==> src/rtl/filter_div_43s_18u.sv <==
// Sequential restoring divider: signed 43-bit dividend by unsigned 18-bit divisor,
// saturated signed 25-bit quotient and dividend-signed remainder, HLS block handshake.
`timescale 1ns/1ps
module filter_div_43s_18u #(
    parameter int DIVIDEND_WIDTH = 43,
    parameter int DIVISOR_WIDTH  = 18,
    parameter int QUOTIENT_WIDTH = 25
) (
    input  logic                      ap_clk,
    input  logic                      ap_rst,
    input  logic                      ap_start,
    output logic                      ap_done,
    output logic                      ap_idle,
    output logic                      ap_ready,
    input  logic [DIVIDEND_WIDTH-1:0] din0,
    input  logic [DIVISOR_WIDTH-1:0]  din1,
    output logic [QUOTIENT_WIDTH-1:0] quot,
    output logic [DIVISOR_WIDTH:0]    rem,
    output logic                      ovf,
    output logic                      div_zero
);

    localparam int DW = DIVIDEND_WIDTH;
    localparam int RW = DIVISOR_WIDTH + 1;
    localparam int QW = QUOTIENT_WIDTH;
    localparam int CW = 6;
    localparam logic [CW-1:0] LAST_STEP = CW'(DW - 1);
    localparam logic [DW-1:0] POS_LIM   = DW'((64'd1 << (QW - 1)) - 64'd1);
    localparam logic [DW-1:0] NEG_LIM   = DW'(64'd1 << (QW - 1));
    localparam logic [QW-1:0] Q_POS_SAT = {1'b0, {(QW-1){1'b1}}};
    localparam logic [QW-1:0] Q_NEG_SAT = {1'b1, {(QW-1){1'b0}}};

    typedef enum logic [1:0] {
        S_IDLE = 2'd0,
        S_CALC = 2'd1,
        S_FIX  = 2'd2,
        S_DONE = 2'd3
    } state_t;

    function automatic logic [DW-1:0] mag_of(input logic [DW-1:0] v);
        if (v[DW-1]) begin
            return ~v + DW'(1);
        end else begin
            return v;
        end
    endfunction

    function automatic logic [QW-1:0] neg_q(input logic [QW-1:0] v);
        return ~v + QW'(1);
    endfunction

    function automatic logic [RW-1:0] neg_r(input logic [RW-1:0] v);
        return ~v + RW'(1);
    endfunction

    state_t          state_r, state_nxt_s;
    logic            rst_meta_r, rst_sync_r;
    logic            sign_r;
    logic [DW-1:0]   q_r;
    logic [RW-1:0]   r_r;
    logic [DIVISOR_WIDTH-1:0] d_r;
    logic [CW-1:0]   cnt_r;
    logic [RW:0]     trial_s, diff_s;
    logic            ge_s;
    logic [QW-1:0]   fix_quot_s;
    logic [RW-1:0]   fix_rem_s;
    logic            fix_ovf_s, fix_dz_s;

    // Reset bridge: assert immediately, release on a clock edge
    always_ff @(posedge ap_clk or posedge ap_rst) begin
        if (ap_rst) begin
            rst_meta_r <= 1'b1;
            rst_sync_r <= 1'b1;
        end else begin
            rst_meta_r <= 1'b0;
            rst_sync_r <= rst_meta_r;
        end
    end

    // State register
    always_ff @(posedge ap_clk or posedge rst_sync_r) begin
        if (rst_sync_r) begin
            state_r <= S_IDLE;
        end else begin
            state_r <= state_nxt_s;
        end
    end

    // Next-state logic
    always_comb begin
        state_nxt_s = state_r;
        case (state_r)
            S_IDLE: begin
                if (ap_start) begin
                    state_nxt_s = S_CALC;
                end else begin
                    state_nxt_s = S_IDLE;
                end
            end
            S_CALC: begin
                if (cnt_r == LAST_STEP) begin
                    state_nxt_s = S_FIX;
                end else begin
                    state_nxt_s = S_CALC;
                end
            end
            S_FIX:   state_nxt_s = S_DONE;
            S_DONE:  state_nxt_s = S_IDLE;
            default: state_nxt_s = S_IDLE;
        endcase
    end

    // Handshake outputs decoded from the state register
    always_comb begin
        ap_idle  = 1'b0;
        ap_done  = 1'b0;
        ap_ready = 1'b0;
        case (state_r)
            S_IDLE:  ap_idle = 1'b1;
            S_DONE: begin
                ap_done  = 1'b1;
                ap_ready = 1'b1;
            end
            default: ap_idle = 1'b0;
        endcase
    end

    // One restoring step; sign bit of the trial difference says "does not fit"
    always_comb begin
        trial_s = {r_r, q_r[DW-1]};
        diff_s  = trial_s - {2'b00, d_r};
        ge_s    = ~diff_s[RW];
    end

    // Sign application, saturation and divide-by-zero override
    always_comb begin
        fix_quot_s = {QW{1'b0}};
        fix_ovf_s  = 1'b0;
        fix_dz_s   = 1'b0;
        fix_rem_s  = sign_r ? neg_r(r_r) : r_r;
        if (d_r == {DIVISOR_WIDTH{1'b0}}) begin
            fix_quot_s = sign_r ? Q_NEG_SAT : Q_POS_SAT;
            fix_rem_s  = {RW{1'b0}};
            fix_dz_s   = 1'b1;
        end else if (!sign_r && (q_r > POS_LIM)) begin
            fix_quot_s = Q_POS_SAT;
            fix_ovf_s  = 1'b1;
        end else if (sign_r && (q_r > NEG_LIM)) begin
            fix_quot_s = Q_NEG_SAT;
            fix_ovf_s  = 1'b1;
        end else begin
            fix_quot_s = sign_r ? neg_q(q_r[QW-1:0]) : q_r[QW-1:0];
        end
    end

    // Operand capture, iteration and result registers
    always_ff @(posedge ap_clk or posedge rst_sync_r) begin
        if (rst_sync_r) begin
            sign_r   <= 1'b0;
            q_r      <= {DW{1'b0}};
            r_r      <= {RW{1'b0}};
            d_r      <= {DIVISOR_WIDTH{1'b0}};
            cnt_r    <= {CW{1'b0}};
            quot     <= {QW{1'b0}};
            rem      <= {RW{1'b0}};
            ovf      <= 1'b0;
            div_zero <= 1'b0;
        end else begin
            case (state_r)
                S_IDLE: begin
                    if (ap_start) begin
                        sign_r <= din0[DW-1];
                        q_r    <= mag_of(din0);
                        d_r    <= din1;
                        r_r    <= {RW{1'b0}};
                        cnt_r  <= {CW{1'b0}};
                    end else begin
                        cnt_r  <= cnt_r;
                    end
                end
                S_CALC: begin
                    r_r   <= ge_s ? diff_s[RW-1:0] : trial_s[RW-1:0];
                    q_r   <= {q_r[DW-2:0], ge_s};
                    cnt_r <= cnt_r + CW'(1);
                end
                S_FIX: begin
                    quot     <= fix_quot_s;
                    rem      <= fix_rem_s;
                    ovf      <= fix_ovf_s;
                    div_zero <= fix_dz_s;
                end
                default: begin
                    cnt_r <= cnt_r;
                end
            endcase
        end
    end

endmodule
==> config.mk <==
export PLATFORM = sky130hd
export DESIGN_NAME = filter_div_43s_18u
export DESIGN_NICKNAME = d
export VERILOG_FILES = /design/src/rtl/filter_div_43s_18u.sv
export SDC_FILE = /design/constraint.sdc
export NUM_CORES = 1
export LEC_CHECK = 0
export BUFFER_PORTS_ARGS = -buffer_cell sky130_fd_sc_hd__buf_4
export CAP_MARGIN = 20
export CORE_UTILIZATION = 59
export CTS_CLUSTER_SIZE = 8
export DETAILED_ROUTE_END_ITERATION = 8
export GPL_TIMING_DRIVEN = 0
export PLACE_DENSITY = 0.78
export SYNTH_ARGS = -nofsm -noshare
export SYNTH_HDL_FRONTEND = slang
export SYNTH_SLANG_ARGS = --single-unit
==> constraint.sdc <==
create_clock -name ap_clk -period 5.06 [get_ports ap_clk]
set_input_delay 0.253 -clock ap_clk [delete_from_list [all_inputs] [get_ports ap_clk]]
set_output_delay 0.253 -clock ap_clk [all_outputs]
set_load 0.03 [all_outputs]
======== Word level (Yosys, flattened, before mapping) ========
Cells that the tools add are included.
operators by class
  add/subtract/negate cells ............... 5
  magnitude comparators ................... 2
  eq/ne operators ......................... 5
  multiplexer cells ....................... 24
  bitwise operators ....................... 4
  reduce and logical (&&, ||, !) cells .... 8
operators with widths
  operator               count
  $mux 25                5
  $mux 43                2
  $pmux 43 s2            1
  $mux 19                4
  $add 43x1->43 const B  1
  $gt 43x24->1 const B   1
  $gt 43x25->1 const B   1
  $not 43->43            1
  $pmux 19 s2            1
  $add 25x1->25 const B  1
  $not 25->25            1
  $sub 20x18->20         1
  $add 19x1->19 const B  1
  $not 19->19            1
  $logic_not 18->1       1
  $pmux 6 s2             1
  $pmux 2 s4             1
  $mux 1                 7
  $add 6x1->6 const B    1
  $eq 6x6->1 const B     1
  $mux 6                 1
  $eq 2x2->1 const B     2
  $reduce_and 2->1       2
  $eq 2x1->1 const B     1
  other kinds (7)        8
storage, ports and cells
  register bits after elaboration ......... 137
  bits of input ports ..................... 64
  output and inout port bits .............. 49
  logic and storage cells ................. 60

======== Depth between registers and ports, before layout ========
Gate-level depths: netlist of run 1.
  word-level depth ........................ 6
  gate-level depth with buffers ........... 11
  mapped depth without buffers ............ 10

======== Least setup slack after synthesis of run 1 ========
OpenSTA, ideal clock, no wires.
  path kind ............................... register -> register
  from .................................... register r_r[15]
  to ...................................... register r_r[18]
  setup time .............................. 0.124 ns
  data arrival time ....................... 2.562 ns
  data required time ...................... 4.936 ns
  path slack .............................. 2.374 ns
  cell stages (with the launch flop) ...... 10
  path buffers ............................ 2
  clock period less this slack ............ 2.686 ns
  cells stage by stage .................... dfrtp_1 > ha_1 > clkbuf_1 > a21o_1 > a211o_1 > or3_1 > o211ai_1 > buf_2 > nor4_1 > o31a_1
between the ends
  cells in the longest elaborated chain, start to end .. 3
ends and longest elaborated chain
  item                      line  text
  start: declaration        60    logic [RW-1:0] r_r;
  start signal: assignment  161   r_r <= {RW{1'b0}};
  start signal: assignment  175   r_r <= {RW{1'b0}};
  start signal: assignment  182   r_r <= ge_s ? diff_s[RW-1:0] : trial_s[RW-1:0];
  $sub 20x18->20            131   diff_s = trial_s - {2'b00, d_r};
  $mux 19                   182
  $pmux 19 s2               169   case (state_r)
Every way passes these cells.
A chain may end at the register's enable or synchronous reset.

======== Worst setup path in the final report of run 1 ========
  from .................................... register q_r[0]
  to ...................................... register quot[1]
between the ends
  cells in the longest elaborated chain, start to end .. 6
  elaborated cells between the ends (all ways) .. 10
  classes of those cells .................. add/sub: 1; order compare: 2; mux: 4; bitwise: 1; reduce/logical: 2
ends and longest elaborated chain
  item                      line  text
  start: declaration        59    logic [DW-1:0] q_r;
  start signal: assignment  160   q_r <= {DW{1'b0}};
  start signal: assignment  173   q_r <= mag_of(din0);
  start signal: assignment  183   q_r <= {q_r[DW-2:0], ge_s};
  $not 25->25               49    return ~v + QW'(1);
  $add 25x1->25             49
  $mux 25                   152   fix_quot_s = sign_r ? neg_q(q_r[QW-1:0]) : q_r[QW-1:0];
  $mux 25                   148   end else if (sign_r && (q_r > NEG_LIM)) begin
  $mux 25 (*)               145   end else if (!sign_r && (q_r > POS_LIM)) begin
  $mux 25 (*)               141   if (d_r == {DIVISOR_WIDTH{1'b0}}) begin
  end signal: assignment    164   quot <= {QW{1'b0}};
  end signal: assignment    187   quot <= fix_quot_s;
  end: declaration          17    output logic [QUOTIENT_WIDTH-1:0] quot,
Every way passes the cells marked *; elsewhere a longest branch is shown, timed or not.

==> results_tabular.tex, run 1 <==
\begin{tabular}{lr}
\hline
Metric & Value \\
\hline
\multicolumn{2}{l}{\textbf{Setup path}} \\
\quad CP most frequent cell & sky130\_fd\_sc\_hd\_\_nand2\_1 \\
\quad Crit path kind & reg2reg \\
\quad Largest driver fanout on the critical path & 10 \\
\quad Top cell family by delay on the critical path & simple AND/OR/NAND/NOR gates \\
\quad Critical Path RT & $\sim$5.4 ns \\
\quad CP max stage cell & sky130\_fd\_sc\_hd\_\_o41ai\_4 \\
\quad Worst path arrival time & 3.72 ns \\
\quad Category of the worst setup path launch point & flip-flop \\
\quad Critical path, cell by cell & inv\_1, ha\_1, nor3b\_1, nand3\_1, o41ai\_4, nand2\_1, clkbuf\_1, o22ai\_1, nand2\_1, nand2\_1 \\
\quad Slowest Stage Delay on Critical Path & approximately 0.55 ns \\
\quad Buffer and inverter count on the worst path & 2 \\
\quad Nature of the critical path endpoint & flip-flop \\
\multicolumn{2}{l}{\textbf{GRT}} \\
\quad Number of global-route vias before repair & about 8k \\
\quad Number of antenna violations at the first check in global routing & 0 \\
\quad Wire length of the first global-routing pass & between 40 and 50 mm \\
\quad Aggregate global routing overflow & 0 \\
\quad Largest net degree at the start of global routing & 75 \\
\quad Overall fraction of global-route tracks in use & a little over a third \\
\multicolumn{2}{l}{\textbf{Synth}} \\
\quad Cell type with the largest total area after synthesis & sky130\_fd\_sc\_hd\_\_dfrtp\_1 \\
\quad Post-Synthesis Cells & 1013 \\
\quad Number of synthesized flops with an enable pin & 0 \\
\quad Compound-cell area share of the yosys netlist & about a quarter \\
\quad Post-synthesis simple-gate area fraction & 19.99\% \\
\quad Cell Area, Synth & between 8000 and 9000 um2 \\
\quad Library cells used by synthesis & between 60 and 70 \\
\quad Total of warnings raised by yosys & 0 \\
\quad Async set-reset flop share out of synthesis & 100.0\% \\
\quad Synthesis-stage register bit count & 137 \\
\quad Commonest cells in the synthesized netlist & sky130\_fd\_sc\_hd\_\_dfrtp\_1, sky130\_fd\_sc\_hd\_\_o21ai\_0, sky130\_fd\_sc\_hd\_\_nand2\_1 \\
\quad Biggest area contributors in the synthesized netlist & sky130\_fd\_sc\_hd\_\_dfrtp\_1, sky130\_fd\_sc\_hd\_\_o21ai\_0, sky130\_fd\_sc\_hd\_\_xor2\_1, sky130\_fd\_sc\_hd\_\_nand2\_1, sky130\_fd\_sc\_hd\_\_nand3\_1 \\
\quad Area share of the largest cell type after synthesis & just under 40\% \\
\quad Dominant cell by count in the synthesized netlist & sky130\_fd\_sc\_hd\_\_dfrtp\_1 \\
\quad Arithmetic-cell share of the synthesized area counting full adders, half adders and majority gates & 3.672\% \\
\quad Most frequently used flop master after synthesis & sky130\_fd\_sc\_hd\_\_dfrtp\_1 \\
\quad Fraction of synthesized cell area in xor and xnor cells & under 10\% \\
\quad Nets in the synthesized netlist & between 1k and 1.5k \\
\quad Main combinational cell family by area after synthesis & compound AO/OA/AOI/OAI gates \\
\quad Portion of the post-synthesis area used by sequential elements & between 30\% and 40\% \\
\quad Mux contribution to synthesized area & under 10\% \\
\quad Mean cell area of the mapped netlist & about 8.6 um2 \\
\multicolumn{2}{l}{\textbf{CTS}} \\
\quad Number of sinks handled by clock tree synthesis & between 100 and 150 \\
\quad Clock Root Buffer & sky130\_fd\_sc\_hd\_\_clkbuf\_16 \\
\quad Number of buffers created by CTS & 17 \\
\quad Max clock buf depth & 2 \\
\quad CTS tree & yes \\
\quad Clock input transition at the sequential cells of the worst setup and hold paths & 0.06 ns \\
\quad \# H-tree levels & 4 \\
\quad Skew-Pair Late Insertion Delay & $\sim$0.43 ns \\
\multicolumn{2}{l}{\textbf{Power and ir drop}} \\
\quad Power density normalized to cell area & between 300 and 400 nW/um2 \\
\quad Worst IR Drop VDD & around 0.24 mV \\
\quad P\_leak & roughly 4.6 nW \\
\multicolumn{2}{l}{\textbf{STA}} \\
\quad Max\_slew headroom & between 30\% and 40\% \\
\quad Count of endpoints failing hold in the final timing report & 0 \\
\quad Final Critical Period & 3.354 ns \\
\quad Finish-stage setup viols & 0 \\
\quad Pin slew with the least headroom to its limit & 0.9644 ns \\
\quad Period utilization & about 66\% \\
\quad Post-route setup TNS & 0 ns \\
\quad Setup repair after global routing missed its margin & no \\
\quad Highest clock frequency the design can meet & 298.1 MHz \\
\quad Final worst-path setup slack & about 1.7 ns \\
\quad Number of pins exceeding their max-slew limit in the final report & 0 \\
\quad Clock tree skew after final layout & between 0.008 and 0.009 ns \\
\multicolumn{2}{l}{\textbf{Drt}} \\
\quad Iteration count of the initial detailed-routing pass & 6 \\
\quad Post-detailed-route DRC marker count & 0 \\
\quad Detail-routed via count per cell & approximately 6.4 \\
\quad Routed wire length & 26.57 mm \\
\quad Via total after detailed routing & between 8k and 9k \\
\quad Wire length per cell & about 20 um \\
\quad Number of DRC violations after detailed-routing iteration 0 & between 800 and 900 \\
\quad Remaining number of nets flagged by the antenna check after routing & 0 \\
\multicolumn{2}{l}{\textbf{Final layout}} \\
\quad Non-Filler Cell Area, Final & $\sim$10000 um2 \\
\quad Layout cell share with drive strength beyond 1 & 14.42\% \\
\quad Number of diodes added for antenna fixing & 0 \\
\quad Fillers & roughly 1.2k \\
\quad Synthesis-to-finish area growth & 20.01\% \\
\quad Number of nets in the layout & 1234 \\
\multicolumn{2}{l}{\textbf{Run}} \\
\quad Max\_cap viols & 0 \\
\multicolumn{2}{l}{\textbf{Die}} \\
\quad Core Area & between 10000 and 15000 um2 \\
\quad Die Ht & about 120 um \\
\quad Die Wd & about 120 um \\
\quad Std cell rows & 44 \\
\quad Area of the die & 15280 um2 \\
\quad Starting density of the core & about three fifths \\
\quad I/O pin count & 113 \\
\multicolumn{2}{l}{\textbf{Placement}} \\
\quad Dpl ws & about 1.8 ns \\
\quad Placed instance area & a little under 10000 um2 \\
\quad Detailed-placement wirelength estimate & just under 20 mm \\
\quad Final estimated routing congestion in global placement & just under 1 \\
\quad Count of buffers inserted at the top-level ports & 111 \\
\multicolumn{2}{l}{\textbf{Run status}} \\
\quad Status & complete, no violations \\
\multicolumn{2}{l}{\textbf{Worst hold path}} \\
\quad Worst min-delay path class & in2reg \\
\hline
\end{tabular}
[worst paths after layout]
check,depth (start not counted),start,end,slack (ns)
min in group asynchronous,1,rst_sync_r,quot[19],0.34
max in group asynchronous,2,rst_sync_r,r_r[2],3.98
max,10,q_r[0],quot[1],1.71
min,3,din1[0],d_r[0],0.01
max reg2reg,10,q_r[0],quot[1],1.71
min reg2reg,1,rst_sync_r,quot[19],0.34
[per-stage QoR]
step                      util, %  power, mW  instances  hold slack [ns]
after floorplan                 -      2.038       1013           0.1645
after global placement      67.59      2.325       1308           0.2818
after detailed placement    67.82      2.353       1309           0.2964
after CTS                   72.30      3.699       1342          0.01151
after global routing        72.30      3.882       1342          0.02652
final                       72.30      3.720       1342          0.01433
[worst reg2reg max path, delay by kind of cell (launching register included)]
| family | cells | cell delay (ns) |
|---|---|---|
| flip-flops | 1 | 0.45 |
| AND/OR/NAND/NOR | 5 | 1.24 |
| adder cells (fa/ha/maj) | 1 | 0.24 |
| AO/OA/AOI/OAI | 2 | 0.85 |
| buffers and inverters | 2 | 0.52 |
[cell type report]
type / instances / area [um2] / area share, %
Multi-Input combinational cell: 778 / 4917 / 46.97
Sequential cell: 137 / 3431 / 32.77
Timing Repair Buffer: 113 / 870.8 / 8.318
Clock buffer: 21 / 470.5 / 4.494
Buffer: 66 / 255.2 / 2.438
Tap cell: 184 / 230.2 / 2.199
Clock inverter: 11 / 168.9 / 1.613
Inverter: 32 / 125.1 / 1.195
[cell usage in the layout, fill, tap and decap left out, drive strengths merged, types with 17 or more instances in the layout]
| cell | Yosys | routed |
|---|---|---|
| nand2 | 110 | 110 |
| nor4 | 17 | 17 |
| nor2 | 43 | 43 |
| buf | 7 | 119 |
| nand3 | 63 | 63 |
| clkbuf | 59 | 80 |
| a22oi | 34 | 34 |
| o21ai | 136 | 136 |
| xor2 | 56 | 56 |
| o31ai | 32 | 32 |
| ha | 24 | 24 |
| inv | 32 | 32 |
| a21oi | 41 | 41 |
| dfrtp | 135 | 135 |
| nor3 | 17 | 17 |
[sequential cells by signal (all words and copies together) (netlist names), named ones only]
| register | count |
|---|---|
| div_zero | 1 |
| rst_meta_r | 1 |
| q_r | 43 |
| state_r | 1 |
| sign_r | 1 |
| ovf | 1 |
| cnt_r | 6 |
| rst_sync_r | 1 |
| r_r | 19 |
| rem | 19 |
| d_r | 18 |
| quot | 25 |
[repair_timing]
| item | in CTS | in global routing |
|---|---|---|
| hold buffers | 1 | 0 |
| gates resized for setup | 0 | 0 |
| setup buffers | 0 | 0 |
| hold endpoints to repair | 2 | 0 |
[cell families (layout without fill, tap and decap cells)]
kind of cell | count (synthesis) | after routing
XOR/XNOR | 70 | 70
AO/OA/AOI/OAI | 327 | 327
adder cells (fa/ha/maj) | 25 | 25
buffers and inverters | 98 | 243
flip-flops | 137 | 137
AND/OR/NAND/NOR | 341 | 341
other | 1 | 1
multiplexers | 14 | 14
[per-layer routing]
layer | vias up | wire length [um] | GRT usage [%]
met5 | - | 0 | 0
met4 | 0 | 826 | 14.53
met3 | 73 | 2456 | 8.608
met2 | 448 | 11790 | 54.27
met1 | 4113 | 11500 | 50.57
li1 | 4003 | - | -
[where the power goes]
| part | switching [mW] | internal, mW | total, mW |
|---|---|---|---|
| clock network | 0.483 | 0.862 | 1.35 |
| logic | 0.617 | 0.404 | 1.02 |
| registers | 0.145 | 1.21 | 1.35 |
| total | 1.24 | 2.48 | 3.72 |
Note: power is estimated with default switching activity, not from simulation.
==> run 2: changes to the inputs <==
==> constraint.sdc (replaced) <==
create_clock -name ap_clk -period 3.2 [get_ports ap_clk]
set_input_delay 0.16 -clock ap_clk [delete_from_list [all_inputs] [get_ports ap_clk]]
set_output_delay 0.16 -clock ap_clk [all_outputs]
set_load 0.03 [all_outputs]
==> run 2 against run 1 <==
Effect of this change: first-iteration DRC count grew 1.6%; worst setup slack got worse by 1.6 ns; register-to-register slack lost 1.6 ns; worst hold slack better by 0.0091 ns; via count is 1.6% higher; non-clock buffer count rose by 23; critical path depth rose by 1; count of clock-buffer cells in the layout decreased by 1; power increased by 61%; largest power group is now the clock network; highest routed layer unchanged.
==> results_tabular.tex, run 2 (synthesis gave the netlist of run 1 again) <==
\begin{tabular}{lr}
\hline
Metric & Value \\
\hline
\multicolumn{2}{l}{\textbf{Worst hold path}} \\
\quad Worst min-delay path class & in2reg \\
\multicolumn{2}{l}{\textbf{Die}} \\
\quad Die Ht & approximately 120 um \\
\quad Die Wd & roughly 120 um \\
\quad Area of the die & between 15000 and 20000 um2 \\
\quad Std cell rows & 44 \\
\quad Starting density of the core & about three fifths \\
\quad I/O pin count & $\sim$110 \\
\quad Core Area & between 10000 and 15000 um2 \\
\multicolumn{2}{l}{\textbf{Final layout}} \\
\quad Max reg flops & 43 \\
\quad Most common cell after layout, fill and taps aside & sky130\_fd\_sc\_hd\_\_dfrtp\_1 \\
\quad Layout cell share with drive strength beyond 1 & 14.82\% \\
\quad Final standard cell utilization of the core & 74.16\% \\
\quad Largest registers & q\_r: 43 flops, quot: 25 flops \\
\quad Synthesis-to-finish area growth & 23.09\% \\
\quad Number of diodes added for antenna fixing & 0 \\
\quad Number of nets in the layout & 1257 \\
\quad Commonest non-fill, non-tap cells in the layout & sky130\_fd\_sc\_hd\_\_dfrtp\_1, sky130\_fd\_sc\_hd\_\_o21ai\_0, sky130\_fd\_sc\_hd\_\_buf\_4 \\
\quad Fillers & 1121 \\
\quad Register with the most flip-flops & q\_r \\
\multicolumn{2}{l}{\textbf{STA}} \\
\quad Highest clock frequency the design can meet & between 300 and 400 MHz \\
\quad Final worst-path setup slack & around 0.091 ns \\
\quad Number of pins exceeding their max-slew limit in the final report & 0 \\
\quad Final Critical Period & slightly above 3 ns \\
\quad Max\_slew headroom & 43.26\% \\
\quad Setup repair after global routing missed its margin & yes \\
\quad Period utilization & a little over nine tenths \\
\quad Pin slew with the least headroom to its limit & approximately 0.84 ns \\
\quad Post-route setup TNS & 0 ns \\
\quad Count of endpoints failing hold in the final timing report & 0 \\
\quad Finish-stage setup viols & 0 \\
\quad Clock tree skew after final layout & between 0.006 and 0.007 ns \\
\multicolumn{2}{l}{\textbf{Setup path}} \\
\quad CP max stage cell & sky130\_fd\_sc\_hd\_\_dfrtp\_1 \\
\quad Category of the worst setup path launch point & flip-flop \\
\quad CP most frequent cell & sky130\_fd\_sc\_hd\_\_nand3\_1 \\
\quad Worst path arrival time & 3.41 ns \\
\quad Crit path kind & reg2reg \\
\quad Largest driver fanout on the critical path & 10 \\
\quad Nature of the critical path endpoint & flip-flop \\
\quad Critical Path RT & between 3 and 4 ns \\
\quad Critical path, cell by cell & inv\_1, ha\_1, nor3b\_2, nand3\_1, o41ai\_4, buf\_4, nand2\_1, clkbuf\_1, o21ai\_0, nand3\_1, o311ai\_1 \\
\quad Slowest Stage Delay on Critical Path & 0.46 ns \\
\multicolumn{2}{l}{\textbf{Run status}} \\
\quad Status & complete, no violations \\
\multicolumn{2}{l}{\textbf{GRT}} \\
\quad Number of global-route vias before repair & approximately 8k \\
\quad Wire length of the first global-routing pass & $\sim$42 mm \\
\quad Overall fraction of global-route tracks in use & $\sim$37\% \\
\quad Largest net degree at the start of global routing & 44 \\
\quad Number of antenna violations at the first check in global routing & 1 \\
\quad Aggregate global routing overflow & 0 \\
\multicolumn{2}{l}{\textbf{CTS}} \\
\quad Clock input transition at the sequential cells of the worst setup and hold paths & 0.06 ns \\
\quad \# H-tree levels & 4 \\
\quad Clock Root Buffer & sky130\_fd\_sc\_hd\_\_clkbuf\_16 \\
\quad CTS tree & yes \\
\quad Skew-Pair Late Insertion Delay & about 0.43 ns \\
\quad Number of buffers created by CTS & 17 \\
\quad Number of sinks handled by clock tree synthesis & 137 \\
\quad Max clock buf depth & 2 \\
\multicolumn{2}{l}{\textbf{Placement}} \\
\quad Dpl ws & -0.1160 ns \\
\quad Final estimated routing congestion in global placement & approximately 0.94 \\
\quad Detailed-placement wirelength estimate & 19.60 mm \\
\quad Count of buffers inserted at the top-level ports & between 100 and 150 \\
\multicolumn{2}{l}{\textbf{Drt}} \\
\quad Routed wire length & 26.95 mm \\
\quad Post-detailed-route DRC marker count & 0 \\
\quad Remaining number of nets flagged by the antenna check after routing & 0 \\
\quad Via total after detailed routing & 8772 \\
\quad Iteration count of the initial detailed-routing pass & 7 \\
\quad Wire length per cell & around 20 um \\
\quad Number of DRC violations after detailed-routing iteration 0 & between 800 and 900 \\
\quad Detail-routed via count per cell & roughly 6.4 \\
\multicolumn{2}{l}{\textbf{Power and ir drop}} \\
\quad Logic gate share of total power & 27.6\% \\
\quad Cell-internal power & about 4.0 mW \\
\quad Power share of the clock group & 36.7\% \\
\quad Relative contribution of sequential cells to total power & between 30\% and 40\% \\
\quad Switching power share of the total & between 30\% and 40\% \\
\quad Net switching power & approximately 2.0 mW \\
\quad P\_leak & 4.772 nW \\
\quad Power density normalized to cell area & around 560 nW/um2 \\
\quad Worst IR Drop VDD & about 0.40 mV \\
\multicolumn{2}{l}{\textbf{Run}} \\
\quad Max\_cap viols & 0 \\
\hline
\end{tabular}
run 2: changes by cell type in the layout (fill, tap and decap cells not counted), moves of 2 or more:
cell                            change
sky130_fd_sc_hd__buf_4              +4
sky130_fd_sc_hd__clkinv_2           +2
sky130_fd_sc_hd__buf_12             +3
sky130_fd_sc_hd__clkinvlp_4         -2
sky130_fd_sc_hd__buf_2              -2
sky130_fd_sc_hd__dlygate4sd3_1     +18
run 2: cell type report:
| class | instances | area [um2] | area share, % |
|---|---|---|---|
| plain buffers | 66 | 260.3 | 2.424 |
| clock buffers | 20 | 466.7 | 4.346 |
| clock inverters | 12 | 195.2 | 1.818 |
| inverters | 32 | 123.9 | 1.154 |
| multi-input cells | 778 | 4925 | 45.86 |
| flip-flops and latches | 137 | 3431 | 31.95 |
| well taps | 184 | 230.2 | 2.144 |
| repair buffers | 136 | 1106 | 10.30 |
run 2: power groups by stage:
stage | registers (mW) | clock network [mW] | logic [mW]
6_report | 2.14 | 2.20 | 1.66
4_1_cts | 2.13 | 2.21 | 1.61
3_3_place_gp | 2.15 | 0 | 1.53
3_5_place_dp | 2.15 | 0 | 1.57
5_1_grt | 2.16 | 2.29 | 1.82
2_1_floorplan | 2.08 | 0 | 1.14
run 2: critical path, delay by kind of cell, from the launching register on:
kind                       cells  cell delay, ns
and+or+nand+nor                4            0.85
buffers and inverters          3            0.75
AOI/OAI and AO/OA              3            0.70
DFF                            1            0.46
adders and majority gates      1            0.23
run 2: layer usage:
layer,GRT usage (%),up-vias,wire length [um]
met5,0,-,0
met3,7.647,72,2502
li1,-,4039,-
met1,51.03,4190,11490
met4,14.08,0,730
met2,55.49,471,12220
run 2: worst paths after layout:
path | start | to | slack [ns] | cells past startpoint
min in group asynchronous | rst_sync_r | quot[19] | 0.29 | 1
worst max register to register | q_r[0] | quot[6] | 0.09 | 11
worst max-delay path | q_r[0] | quot[6] | 0.09 | 11
max in group asynchronous | rst_sync_r | d_r[6] | 2.08 | 3
worst min-delay path | ap_start | state_r[0] | 0.02 | 3
worst min register to register | rst_sync_r | quot[19] | 0.29 | 1
run 2: per-stage QoR:
stage                     hold WS (ns)  cell area, um2  std cells  power (mW)
after floorplan                0.07150            8727       1013       3.223
after global routing           0.02780           10740       1365       6.263
after CTS                     0.009651           10710       1362       5.943
after global placement          0.1916            9791       1308       3.674
final                          0.02340           10740       1365       5.999
after detailed placement        0.2162            9851       1311       3.722
run 2: timing repair:
item,4_1_cts,5_1_grt
endpoints found under the setup margin,13,25
buffers inserted,0,3
hold buffers,19,0
resized for setup,1,5
pin swaps,0,2
endpoints found under the hold margin,20,0
